===== src/rtl/bfloat_pkg.sv =====
// bfloat_pkg: shared bfloat16 types, constants and helpers for the adder/subtractor.
// Layout: sign[15], exp[14:7], mant[6:0].
package bfloat_pkg;

  localparam int unsigned EXP_W  = 8;
  localparam int unsigned MANT_W = 7;
  localparam int unsigned GRS_W  = 3;

  // Working significand: hidden bit + stored mantissa + guard/round/sticky
  localparam int unsigned SIG_W  = MANT_W + GRS_W + 1;
  // Sum carries one extra bit for the carry out of the add
  localparam int unsigned SUM_W  = MANT_W + GRS_W + 2;
  // Working exponent with headroom for the carry step and rounding
  localparam int unsigned WEXP_W = EXP_W + 2;
  // Alignment shift amount width
  localparam int unsigned SH_W   = $clog2(SIG_W);

  typedef struct packed {
    logic              sign;
    logic [EXP_W-1:0]  exp;
    logic [MANT_W-1:0] mant;
  } bf16_t;

  localparam logic [15:0]      BF16_QNAN = 16'h7FC0;
  localparam logic [15:0]      BF16_PINF = 16'h7F80;
  localparam logic [15:0]      BF16_NINF = 16'hFF80;
  localparam logic [EXP_W-1:0] EXP_MAX   = 8'hFF;

  typedef enum logic [2:0] {
    ST_IDLE   = 3'd0,
    ST_UNPACK = 3'd1,
    ST_ALIGN  = 3'd2,
    ST_ADD    = 3'd3,
    ST_NORM   = 3'd4,
    ST_ROUND  = 3'd5,
    ST_DONE   = 3'd6
  } sub_state_e;

  function automatic logic bf_is_nan(input bf16_t v);
    return (v.exp == EXP_MAX) && (v.mant != '0);
  endfunction

  function automatic logic bf_is_inf(input bf16_t v);
    return (v.exp == EXP_MAX) && (v.mant == '0);
  endfunction

endpackage


===== src/rtl/bfloat_rounder.sv =====
// bfloat_rounder: combinational final rounding and packing of a normalised result.
// Ports:
//   i_sign  result sign
//   i_exp   working exponent (0 means the result is a signed zero)
//   i_mant  stored mantissa bits (hidden bit excluded)
//   i_grs   guard/round/sticky bits
//   o_res_c packed bfloat16 result
//   o_ovf_c result overflowed to signed infinity
// Build option: BFLOAT_SUB_RNE_EN selects round-to-nearest-even, otherwise truncate.
module bfloat_rounder
  import bfloat_pkg::*;
(
  input  logic              i_sign,
  input  logic [WEXP_W-1:0] i_exp,
  input  logic [MANT_W-1:0] i_mant,
  input  logic [GRS_W-1:0]  i_grs,
  output logic [15:0]       o_res_c,
  output logic              o_ovf_c
);

  logic              w_up;
  logic [MANT_W:0]   w_mant_r;
  logic [WEXP_W-1:0] w_exp_r;

`ifdef BFLOAT_SUB_RNE_EN
  // Round up above half, or exactly half with an odd mantissa
  assign w_up = i_grs[GRS_W-1] & ((|i_grs[GRS_W-2:0]) | i_mant[0]);
`else
  assign w_up = 1'b0 & (|i_grs);
`endif

  assign w_mant_r = {1'b0, i_mant} + (MANT_W+1)'(w_up);
  // Mantissa wrap from rounding bumps the exponent; stored bits are already zero
  assign w_exp_r  = i_exp + WEXP_W'(w_mant_r[MANT_W]);

  always_comb begin
    o_ovf_c = 1'b0;
    o_res_c = {i_sign, w_exp_r[EXP_W-1:0], w_mant_r[MANT_W-1:0]};
    if (i_exp == '0) begin
      o_res_c = {i_sign, 15'h0000};
    end else if (w_exp_r >= WEXP_W'(EXP_MAX)) begin
      o_res_c = {i_sign, EXP_MAX, MANT_W'(0)};
      o_ovf_c = 1'b1;
    end
  end

endmodule


===== src/rtl/bfloat_subtractor_seq.sv =====
// bfloat_subtractor_seq: multi-cycle bfloat16 subtractor, c = a - b.
// Ports:
//   clk, rst_n           clock, asynchronous active-low reset
//   in_valid / in_ready  operand handshake (a minuend, b subtrahend)
//   out_valid / out_ready result handshake (c, out_ovf, out_inv)
// Flow: IDLE -> UNPACK -> ALIGN -> ADD -> NORM (1 step per cycle) -> ROUND -> DONE.
// Build option: BFLOAT_SUB_RNE_EN enables round-to-nearest-even in the rounder.
module bfloat_subtractor_seq
  import bfloat_pkg::*;
(
  input  logic        clk,
  input  logic        rst_n,
  input  logic        in_valid,
  output logic        in_ready,
  input  logic [15:0] a,
  input  logic [15:0] b,
  output logic        out_valid,
  input  logic        out_ready,
  output logic [15:0] c,
  output logic        out_ovf,
  output logic        out_inv
);

  localparam logic [2:0] S_IDLE   = ST_IDLE;
  localparam logic [2:0] S_UNPACK = ST_UNPACK;
  localparam logic [2:0] S_ALIGN  = ST_ALIGN;
  localparam logic [2:0] S_ADD    = ST_ADD;
  localparam logic [2:0] S_NORM   = ST_NORM;
  localparam logic [2:0] S_ROUND  = ST_ROUND;
  localparam logic [2:0] S_DONE   = ST_DONE;

  logic [2:0]        r_state,     w_state_nxt;
  bf16_t             r_a,         w_a_nxt;
  bf16_t             r_b,         w_b_nxt;
  logic              r_xs,        w_xs_nxt;
  logic [EXP_W-1:0]  r_xe,        w_xe_nxt;
  logic [SIG_W-1:0]  r_xm,        w_xm_nxt;
  logic              r_ys,        w_ys_nxt;
  logic [EXP_W-1:0]  r_ye,        w_ye_nxt;
  logic [SIG_W-1:0]  r_ym,        w_ym_nxt;
  logic              r_sign,      w_sign_nxt;
  logic [WEXP_W-1:0] r_exp,       w_exp_nxt;
  logic [SUM_W-1:0]  r_sum,       w_sum_nxt;
  logic [15:0]       r_c,         w_c_nxt;
  logic              r_ovf,       w_ovf_nxt;
  logic              r_inv,       w_inv_nxt;
  logic              r_out_valid, w_out_valid_nxt;
  logic              r_in_ready,  w_in_ready_nxt;

  // Unpack: classify operands, flush subnormals to signed zero
  logic             w_a_nan, w_b_nan, w_a_inf, w_b_inf;
  logic [EXP_W-1:0] w_a_exp, w_b_exp;
  logic [SIG_W-1:0] w_a_sig, w_b_sig;

  assign w_a_nan = bf_is_nan(r_a);
  assign w_b_nan = bf_is_nan(r_b);
  assign w_a_inf = bf_is_inf(r_a);
  assign w_b_inf = bf_is_inf(r_b);
  assign w_a_exp = r_a.exp;
  assign w_b_exp = r_b.exp;
  assign w_a_sig = (r_a.exp == '0) ? '0 : {1'b1, r_a.mant, GRS_W'(0)};
  assign w_b_sig = (r_b.exp == '0) ? '0 : {1'b1, r_b.mant, GRS_W'(0)};

  // Align: order by magnitude, then shift the smaller with sticky collection
  logic             w_swap;
  logic             w_bx_s, w_by_s;
  logic [EXP_W-1:0] w_bx_e, w_by_e, w_diff;
  logic [SIG_W-1:0] w_bx_m, w_by_m, w_y_al, w_lost;

  assign w_swap = {r_ye, r_ym} > {r_xe, r_xm};
  assign w_bx_s = w_swap ? r_ys : r_xs;
  assign w_bx_e = w_swap ? r_ye : r_xe;
  assign w_bx_m = w_swap ? r_ym : r_xm;
  assign w_by_s = w_swap ? r_xs : r_ys;
  assign w_by_e = w_swap ? r_xe : r_ye;
  assign w_by_m = w_swap ? r_xm : r_ym;
  assign w_diff = w_bx_e - w_by_e;

  always_comb begin
    w_lost = '0;
    w_y_al = '0;
    if (w_diff > EXP_W'(SIG_W - 1)) begin
      w_y_al = SIG_W'(|w_by_m);
    end else begin
      w_lost = w_by_m & ~({SIG_W{1'b1}} << w_diff[SH_W-1:0]);
      w_y_al = w_by_m >> w_diff[SH_W-1:0];
      w_y_al[0] = w_y_al[0] | (|w_lost);
    end
  end

  // Add: |x| >= |y| so the effective subtraction never goes negative
  logic [SUM_W-1:0] w_sum;
  assign w_sum = (r_xs == r_ys) ? (SUM_W'(r_xm) + SUM_W'(r_ym))
                                : (SUM_W'(r_xm) - SUM_W'(r_ym));

  logic [15:0] w_rnd_res_c;
  logic        w_rnd_ovf_c;

  bfloat_rounder u_rounder (
    .i_sign  (r_sign),
    .i_exp   (r_exp),
    .i_mant  (r_sum[SIG_W-2:GRS_W]),
    .i_grs   (r_sum[GRS_W-1:0]),
    .o_res_c (w_rnd_res_c),
    .o_ovf_c (w_rnd_ovf_c)
  );

  // State and datapath registers
  always_ff @(posedge clk or negedge rst_n) begin
    if (!rst_n) begin
      r_state     <= S_IDLE;
      r_a         <= '0;
      r_b         <= '0;
      r_xs        <= 1'b0;
      r_xe        <= '0;
      r_xm        <= '0;
      r_ys        <= 1'b0;
      r_ye        <= '0;
      r_ym        <= '0;
      r_sign      <= 1'b0;
      r_exp       <= '0;
      r_sum       <= '0;
      r_c         <= 16'h0000;
      r_ovf       <= 1'b0;
      r_inv       <= 1'b0;
      r_out_valid <= 1'b0;
      r_in_ready  <= 1'b0;
    end else begin
      r_state     <= w_state_nxt;
      r_a         <= w_a_nxt;
      r_b         <= w_b_nxt;
      r_xs        <= w_xs_nxt;
      r_xe        <= w_xe_nxt;
      r_xm        <= w_xm_nxt;
      r_ys        <= w_ys_nxt;
      r_ye        <= w_ye_nxt;
      r_ym        <= w_ym_nxt;
      r_sign      <= w_sign_nxt;
      r_exp       <= w_exp_nxt;
      r_sum       <= w_sum_nxt;
      r_c         <= w_c_nxt;
      r_ovf       <= w_ovf_nxt;
      r_inv       <= w_inv_nxt;
      r_out_valid <= w_out_valid_nxt;
      r_in_ready  <= w_in_ready_nxt;
    end
  end

  // Next-state and datapath updates
  always_comb begin
    w_state_nxt     = r_state;
    w_a_nxt         = r_a;
    w_b_nxt         = r_b;
    w_xs_nxt        = r_xs;
    w_xe_nxt        = r_xe;
    w_xm_nxt        = r_xm;
    w_ys_nxt        = r_ys;
    w_ye_nxt        = r_ye;
    w_ym_nxt        = r_ym;
    w_sign_nxt      = r_sign;
    w_exp_nxt       = r_exp;
    w_sum_nxt       = r_sum;
    w_c_nxt         = r_c;
    w_ovf_nxt       = r_ovf;
    w_inv_nxt       = r_inv;
    w_out_valid_nxt = r_out_valid;

    case (r_state)
      S_IDLE: begin
        if (in_valid && r_in_ready) begin
          // Subtraction is addition of b with its sign flipped
          w_a_nxt     = bf16_t'(a);
          w_b_nxt     = bf16_t'({~b[15], b[14:0]});
          w_ovf_nxt   = 1'b0;
          w_inv_nxt   = 1'b0;
          w_state_nxt = S_UNPACK;
        end
      end

      S_UNPACK: begin
        // Opposite effective signs here means inf - inf of the same original sign
        if (w_a_nan || w_b_nan || (w_a_inf && w_b_inf && (r_a.sign != r_b.sign))) begin
          w_c_nxt         = BF16_QNAN;
          w_inv_nxt       = 1'b1;
          w_out_valid_nxt = 1'b1;
          w_state_nxt     = S_DONE;
        end else if (w_a_inf) begin
          w_c_nxt         = r_a;
          w_out_valid_nxt = 1'b1;
          w_state_nxt     = S_DONE;
        end else if (w_b_inf) begin
          w_c_nxt         = r_b;
          w_out_valid_nxt = 1'b1;
          w_state_nxt     = S_DONE;
        end else begin
          w_xs_nxt    = r_a.sign;
          w_xe_nxt    = w_a_exp;
          w_xm_nxt    = w_a_sig;
          w_ys_nxt    = r_b.sign;
          w_ye_nxt    = w_b_exp;
          w_ym_nxt    = w_b_sig;
          w_state_nxt = S_ALIGN;
        end
      end

      S_ALIGN: begin
        w_xs_nxt    = w_bx_s;
        w_xe_nxt    = w_bx_e;
        w_xm_nxt    = w_bx_m;
        w_ys_nxt    = w_by_s;
        w_ye_nxt    = w_by_e;
        w_ym_nxt    = w_y_al;
        w_state_nxt = S_ADD;
      end

      S_ADD: begin
        w_sum_nxt   = w_sum;
        w_sign_nxt  = r_xs;
        w_exp_nxt   = WEXP_W'(r_xe);
        w_state_nxt = S_NORM;
      end

      S_NORM: begin
        if (r_sum[SUM_W-1]) begin
          // Carry out: shift right keeping the dropped bit as sticky
          w_sum_nxt = {1'b0, r_sum[SUM_W-1:2], r_sum[1] | r_sum[0]};
          w_exp_nxt = r_exp + WEXP_W'(1);
        end else if (r_sum == '0) begin
          w_sign_nxt  = 1'b0;
          w_exp_nxt   = '0;
          w_state_nxt = S_ROUND;
        end else if (!r_sum[SUM_W-2]) begin
          if (r_exp <= WEXP_W'(1)) begin
            // Underflow: exponent 0 tells the rounder to emit signed zero
            w_exp_nxt   = '0;
            w_state_nxt = S_ROUND;
          end else begin
            w_sum_nxt = r_sum << 1;
            w_exp_nxt = r_exp - WEXP_W'(1);
          end
        end else begin
          w_state_nxt = S_ROUND;
        end
      end

      S_ROUND: begin
        w_c_nxt         = w_rnd_res_c;
        w_ovf_nxt       = w_rnd_ovf_c;
        w_out_valid_nxt = 1'b1;
        w_state_nxt     = S_DONE;
      end

      S_DONE: begin
        if (out_ready) begin
          w_out_valid_nxt = 1'b0;
          w_state_nxt     = S_IDLE;
        end
      end

      default: begin
        w_out_valid_nxt = 1'b0;
        w_state_nxt     = S_IDLE;
      end
    endcase

    w_in_ready_nxt = (w_state_nxt == S_IDLE);
  end

  assign in_ready  = r_in_ready;
  assign out_valid = r_out_valid;
  assign c         = r_c;
  assign out_ovf   = r_ovf;
  assign out_inv   = r_inv;

endmodule

===== config.mk =====
export PLATFORM = sky130hd
export DESIGN_NAME = bfloat_subtractor_seq
export DESIGN_NICKNAME = d
export VERILOG_FILES = /design/src/rtl/bfloat_pkg.sv /design/src/rtl/bfloat_rounder.sv /design/src/rtl/bfloat_subtractor_seq.sv
export SDC_FILE = /design/constraint.sdc
export NUM_CORES = 1
export LEC_CHECK = 0
export BUFFER_PORTS_ARGS = -buffer_cell sky130_fd_sc_hd__buf_2
export CAP_MARGIN = 20
export CORE_ASPECT_RATIO = 1.75
export CORE_UTILIZATION = 45
export CTS_CLUSTER_SIZE = 20
export DETAILED_ROUTE_END_ITERATION = 12
export GPL_TIMING_DRIVEN = 0
export HOLD_SLACK_MARGIN = 0.15
export PLACE_DENSITY = 0.7
export SYNTH_ARGS = -nofsm -noshare
export SYNTH_HDL_FRONTEND = slang
export SYNTH_SLANG_ARGS = --single-unit

===== constraint.sdc =====
create_clock -name clk -period 9.65 [get_ports clk]
set_clock_uncertainty 0.2 [all_clocks]
set_input_delay 0.4825 -clock clk [delete_from_list [all_inputs] [get_ports clk]]
set_output_delay 0.4825 -clock clk [all_outputs]
set_load 0.03 [all_outputs]

-- Word-level counts from Yosys, hierarchy flattened
Index checks and enable logic that the tools add are counted.
- register bits after elaboration: 118
- bits in latches: 0
- bits in writable memories: 0
- memory bits (read-only): 0
- input bits: 36
- output and inout bits: 20
- word-level logic and storage cells: 176
- memories kept: 0
- $add $sub $neg: 5
- multipliers: 0
- div/mod/pow operators: 0
- magnitude comparators: 4
- eq/ne operators: 24
- shift-type cells: 2
- mux-type cells: 74
- bitwise operators: 6
- reduce and logical (&&, ||, !) cells: 38
- operators by type and width (cell ; count):
    11-bit two-way mux ; 15
    8-bit two-way mux ; 8
    16-bit two-way mux ; 3
    11-bit case mux with 2 select lines ; 2
    10-bit two-way mux ; 4
    16-bit case mux with 2 select lines ; 1
    8-bit case mux with 2 select lines ; 2
    15-bit two-way mux ; 2
    3-bit two-way mux ; 9
    12-bit case mux with 2 select lines ; 1
    11-bit OR reduction ; 2
    3-bit case mux with 7 select lines ; 1
    10-bit case mux with 2 select lines ; 1
    19-bit > comparator ; 1
    1-bit two-way mux ; 18
    2-bit != test (second input constant) ; 9
    8-bit == test (second input constant) ; 2
    8-bit logical NOT ; 2
    7-bit logical NOT ; 2
    7-bit nonzero test ; 2
    11-bit by 11-bit adder with 12-bit output ; 1
    12-bit logical NOT ; 1
    12-bit two-way mux ; 1
    11-bit by 11-bit subtractor with 12-bit output ; 1
    31 further kinds ; 62

-- Logic depth before layout (Yosys ltp)
- depth after elaboration: 10
- mapped depth: 17
- mapped depth without buffers: 16

-- Cells and area by module
Synthesis repeated with hierarchy kept, for this count alone.
- cell total of the unflattened synthesis: 922
- area total of the unflattened synthesis: 7942.6 µm²
- modules (own cells, without submodules) (module ; times used ; cells an instance ; area each (µm²) ; seq. area each (µm²)):
    bfloat_subtractor_seq ; 1 ; 893 ; 7780.0 ; 2952.8
    bfloat_rounder ; 1 ; 29 ; 162.7 ; 0.0

-- Least setup slack after synthesis
Ideal clock, no wire load.
- path kind: register to register
- start: register r_xe[6]
- end: register r_ym[7]
- library setup time: 0.093 ns
- arrival: 3.930 ns
- required time: 9.357 ns
- slack: 5.428 ns
- stages on the path, launching flop included: 16
- buffers on the path: 1
- clock period less this slack: 4.222 ns
- path through: dfrtp_1 inv_1 ha_1 buf_2 nand4_2 or3_1 nor2_2 a22oi_4 mux2i_1 ha_1 or4_4 a32o_1 a211o_1 a211oi_2 nand4_4 o31ai_2
- word-level cells in the longest chain between the ends: 6
- elaborated cells between the ends (all ways): 9
- classes of those cells: add/sub: 1; order compare: 2; shift: 1; mux: 5
- RTL lines (what ; RTL line ; RTL):
    start: declaration ; bfloat_subtractor_seq.sv:36 ; logic [EXP_W-1:0] r_xe, w_xe_nxt;
    start signal: assignment ; bfloat_subtractor_seq.sv:133 ; r_xe <= w_xe_nxt;
    19-bit > comparator ; bfloat_subtractor_seq.sv:70 ; assign w_swap = {r_ye, r_ym} > {r_xe, r_xm};
    8-bit two-way mux, on equally long branches ; bfloat_subtractor_seq.sv:72, bfloat_subtractor_seq.sv:75 ;
    8-bit subtractor ; bfloat_subtractor_seq.sv:77 ; assign w_diff = w_bx_e - w_by_e;
    8-bit by 4-bit > comparator with 1-bit output or 11-bit by 4-bit >> shifter with 11-bit output (tied branches) ; bfloat_subtractor_seq.sv:82, bfloat_subtractor_seq.sv:86 ;
    11-bit two-way mux (*) ; bfloat_subtractor_seq.sv:82 ; if (w_diff > EXP_W'(SIG_W - 1)) begin
    11-bit case mux with 2 select lines (*) ; bfloat_subtractor_seq.sv:168 ; case (r_state)
    end signal: assignment ; bfloat_subtractor_seq.sv:137 ; r_ym <= w_ym_nxt;
    end: declaration ; bfloat_subtractor_seq.sv:40 ; logic [SIG_W-1:0] r_ym, w_ym_nxt;
Mark *: on every way between the ends. The rest lies on a longest branch, timed or not.
A chain may end at the register's enable or synchronous reset.

-- Worst setup path after layout
- start: register r_xe[4]
- end: register r_ym[0]
- word-level cells in the longest chain between the ends: 10
- elaborated cells between the ends (all ways): 15
- classes of those cells: add/sub: 1; order compare: 2; shift: 2; mux: 5; bitwise: 3; reduce/logical: 2
- RTL lines (what ; RTL line ; RTL):
    19-bit > comparator ; bfloat_subtractor_seq.sv:70 ;
    8-bit two-way mux, on equally long branches ; bfloat_subtractor_seq.sv:72, bfloat_subtractor_seq.sv:75 ;
    8-bit subtractor ; bfloat_subtractor_seq.sv:77 ;
    11-bit by 4-bit << shifter with 11-bit output ; bfloat_subtractor_seq.sv:85 ; w_lost = w_by_m & ~({SIG_W{1'b1}} << w_diff[SH_W-1:0]);
    11-bit inverter ; bfloat_subtractor_seq.sv:85 ;
    11-bit bitwise AND ; bfloat_subtractor_seq.sv:85 ;
    11-bit OR reduction ; bfloat_subtractor_seq.sv:87 ; w_y_al[0] = w_y_al[0] | (|w_lost);
    1-bit OR ; bfloat_subtractor_seq.sv:87 ;
    11-bit two-way mux (*) ; bfloat_subtractor_seq.sv:82 ;
    11-bit case mux with 2 select lines (*) ; bfloat_subtractor_seq.sv:168 ;
Marked as above.

==> metrics.txt <==
Hold Crit Start=out_ready; Top FF cell, synth=dfrtp_1; drt drc=0; CP Cell Sequence=inv_1, ha_1, nand4_2, or3_1, nor2_2, a22oi_4, mux2i_1, ha_1, or4_4, xor2_1, clkbuf_1, o21ai_1, and4_1, a211o_1; worst min-delay path category=primary input to flop; GPL Wtd Cong=0.991; sequential area share after synthesis=36.2%; via count=7837; Via density=6.14; clock sink count=118; Worst Tran Pin Value=1.02 ns; maximum achievable frequency=192 MHz; final wirelength=25900 µm; Worst Path Required=9.76 ns; CTS tree=done; total gr overflow=0; Async SR Flop Fraction=100%; post-DP HPWL=19700 µm; Final Hold Fails=0; CP Launch Type=flop; Syn. warnings=0; die area=18700 µm²; Die W=104 µm; Total Routing Usage GR=28.7%; Slew headroom=31.5%; EDFF count, synth=0; share of layout cells above drive strength 1=15.4%; CP max FO=10; post-synthesis instance total=922; CTS max path bufs=2; clk slew on worst S/H paths=0.06 ns; Die Y=180 µm; Post-CTS Resized=0; r2r startpoint=r_xe[4]; standard-cell row count=64; status=finished clean; Endpoint, Worst Hold=out_valid; CP endpoint kind=flop; mean post-synth cell area=8.84 µm²; synthesized area=8150 µm²; Net count, final=1105; Worst path most repeated cell=ha_1; IO buf count=55; insertion delay to the later sink of the worst-skew pair=0.43 ns; H-tree Lvls=4; area growth from synthesis to layout=19.1%; Slew Viols, Final=0; Final period util=54.0%; vias in the first global route=7876; starting density of the core=46.3%; Distinct cells, synth=79; worst reg2reg path depth=14; postcts setup bufs=0; RSZ-0062 raised after global routing=false; TNS Setup=0 ns; fin crit period=5.21 ns; Root Driver=clkbuf_16; hold depth=4; FF+latch count, synth=118; Num CTS Buffers=17; drt first-iter violations=635; Net Count, Synth=995; initial antenna violation count=0; largest net degree at the start of global routing=97; Crit Path Class=flop to flop; critical-path cell with the highest stage delay=or4_4; Max Cap Viol=0; max incr delay on CP=0.55 ns; Boundary Pins=56; Routed Antenna Nets=0; reg2reg end=r_ym[0]; total iterations of the first detailed-routing run=5; WL/cell=20.3 µm; arrival time worst endpoint=5.32 ns; global-route wire length before repair=41300 µm; Setup Viol. Count Final=0; R2R setup slack=4.44 ns; core area=17600 µm²; ANT cells=0; Filler Cells Inserted=1635
## metal layers
metal	vias up	share of wire, %	global-route usage [%]
met5	-	0	0
met4	0	7.3	21.0
met3	109	4.6	4.52
met2	303	53	52.5
met1	3761	35	29.3
li1	3664	-	-
## state kept, by name, indices dropped and copies added, names as in the netlist, 10 cells and up, named ones only
signal / cells
c: 16
r_sum: 12
r_xm: 11
r_ym: 11
r_exp: 10
## cells in the mapped netlist (all sizes together), types with 4 or more instances
| master | instances | area, µm² |
|---|---|---|
| and3 | 8 | 50.1 |
| nand3 | 21 | 118 |
| a22oi | 21 | 171 |
| clkbuf | 44 | 165 |
| nand4 | 8 | 71.3 |
| or3 | 6 | 42.5 |
| a21o | 8 | 60.1 |
| a31oi | 10 | 62.6 |
| o21ai | 67 | 335 |
| o211ai | 5 | 37.5 |
| a211oi | 10 | 80.1 |
| a221oi | 11 | 96.3 |
| or2 | 5 | 31.3 |
| o21bai | 6 | 45.0 |
| buf | 10 | 46.3 |
| a221o | 4 | 40.0 |
| nor2 | 72 | 275 |
| o221ai | 7 | 61.3 |
| nor2b | 10 | 62.6 |
| or4 | 5 | 41.3 |
| a21oi | 76 | 380 |
| mux2i | 28 | 280 |
| nor4 | 15 | 93.8 |
| dfrtp | 118 | 2950 |
| inv | 39 | 146 |
| o31ai | 14 | 125 |
| nor3b | 4 | 35.0 |
| a22o | 8 | 70.1 |
| mux2 | 37 | 420 |
| o22ai | 25 | 163 |
| nand2 | 77 | 289 |
| a211o | 4 | 35.0 |
| nor3 | 31 | 160 |
| ha | 36 | 450 |
| xnor2 | 16 | 140 |
| xor2 | 16 | 148 |
## cell usage in the layout (no fill, tap or decap), types with 28 or more instances in the layout
master,n
nor3_1,30
a21oi_1,76
o21ai_0,64
nand2_1,77
inv_1,39
ha_1,36
buf_2,62
dlygate4sd3_1,33
clkbuf_1,45
mux2i_1,28
mux2_2,36
nor2_1,70
dfrtp_1,118
## repair_timing
item,4_1_cts,5_1_grt
endpoints found under the hold margin,150,0
hold buffers,33,0
setup endpoints to repair,0,0
## logic make-up (layout without fill, tap and decap cells)
| kind of cell | after synthesis | after routing | share of synthesized area [%] |
|---|---|---|---|
| flip-flops | 118 | 118 | 36.2 |
| multiplexers | 65 | 65 | 8.60 |
| buffers and inverters | 93 | 216 | 4.39 |
| AND/OR/NAND/NOR | 273 | 273 | 16.6 |
| XOR/XNOR | 32 | 32 | 3.53 |
| AO/OA/AOI/OAI | 304 | 304 | 24.9 |
| adder cells (fa/ha/maj) | 37 | 37 | 5.77 |
## cell type report
class                           instances  area, µm²  share of cell area [%]
Clock inverter                         12        151                    1.56
Buffer                                 54        211                    2.18
Inverter                               39        146                    1.51
Multi-Input combinational cell        711       4840                    49.9
Tap cell                              231        289                    2.98
Clock buffer                           20        457                    4.71
Sequential cell                       118       2950                    30.4
Timing Repair Buffer                   91        652                    6.72
## stage by stage
stage / utilization, % / cells / instance area, µm² / setup slack [ns] / hold slack (ns)
after global placement: 49.5 / 1208 / 8710 / 4.47 / 0.257
final: 55.1 / 1276 / 9700 / 4.44 / 0.210
after detailed placement: 49.7 / 1210 / 8760 / 4.49 / 0.152
after floorplan: - / 922 / 8150 / 5.43 / -0.0131
after global routing: 55.1 / 1276 / 9700 / 4.21 / 0.216
after CTS: 55.1 / 1275 / 9700 / 4.47 / 0.200
## how the worst max path moves through the flow
stage,startpoint,end,slack [ns]
5_1_grt,r_xe[5],r_ym[0],4.21
6_report,r_xe[4],r_ym[0],4.44
3_3_place_gp,r_xe[6],r_ym[0],4.47
3_5_place_dp,r_xe[6],r_ym[0],4.49
4_1_cts,r_xe[6],r_ym[0],4.47
2_1_floorplan,r_xe[6],r_ym[7],5.43
## critical path: cells and delay by family (launching register included)
kind	cells	cell delay [ns]
compound gates	3	0.70
simple gates	5	1.97
flops	1	0.47
xor+xnor	1	0.40
mux	1	0.18
fa+ha+maj	2	0.65
buf+inv	2	0.53
Power is not shown: default switching activity piles up to over one toggle a cycle in this logic, so the estimate is an artifact.
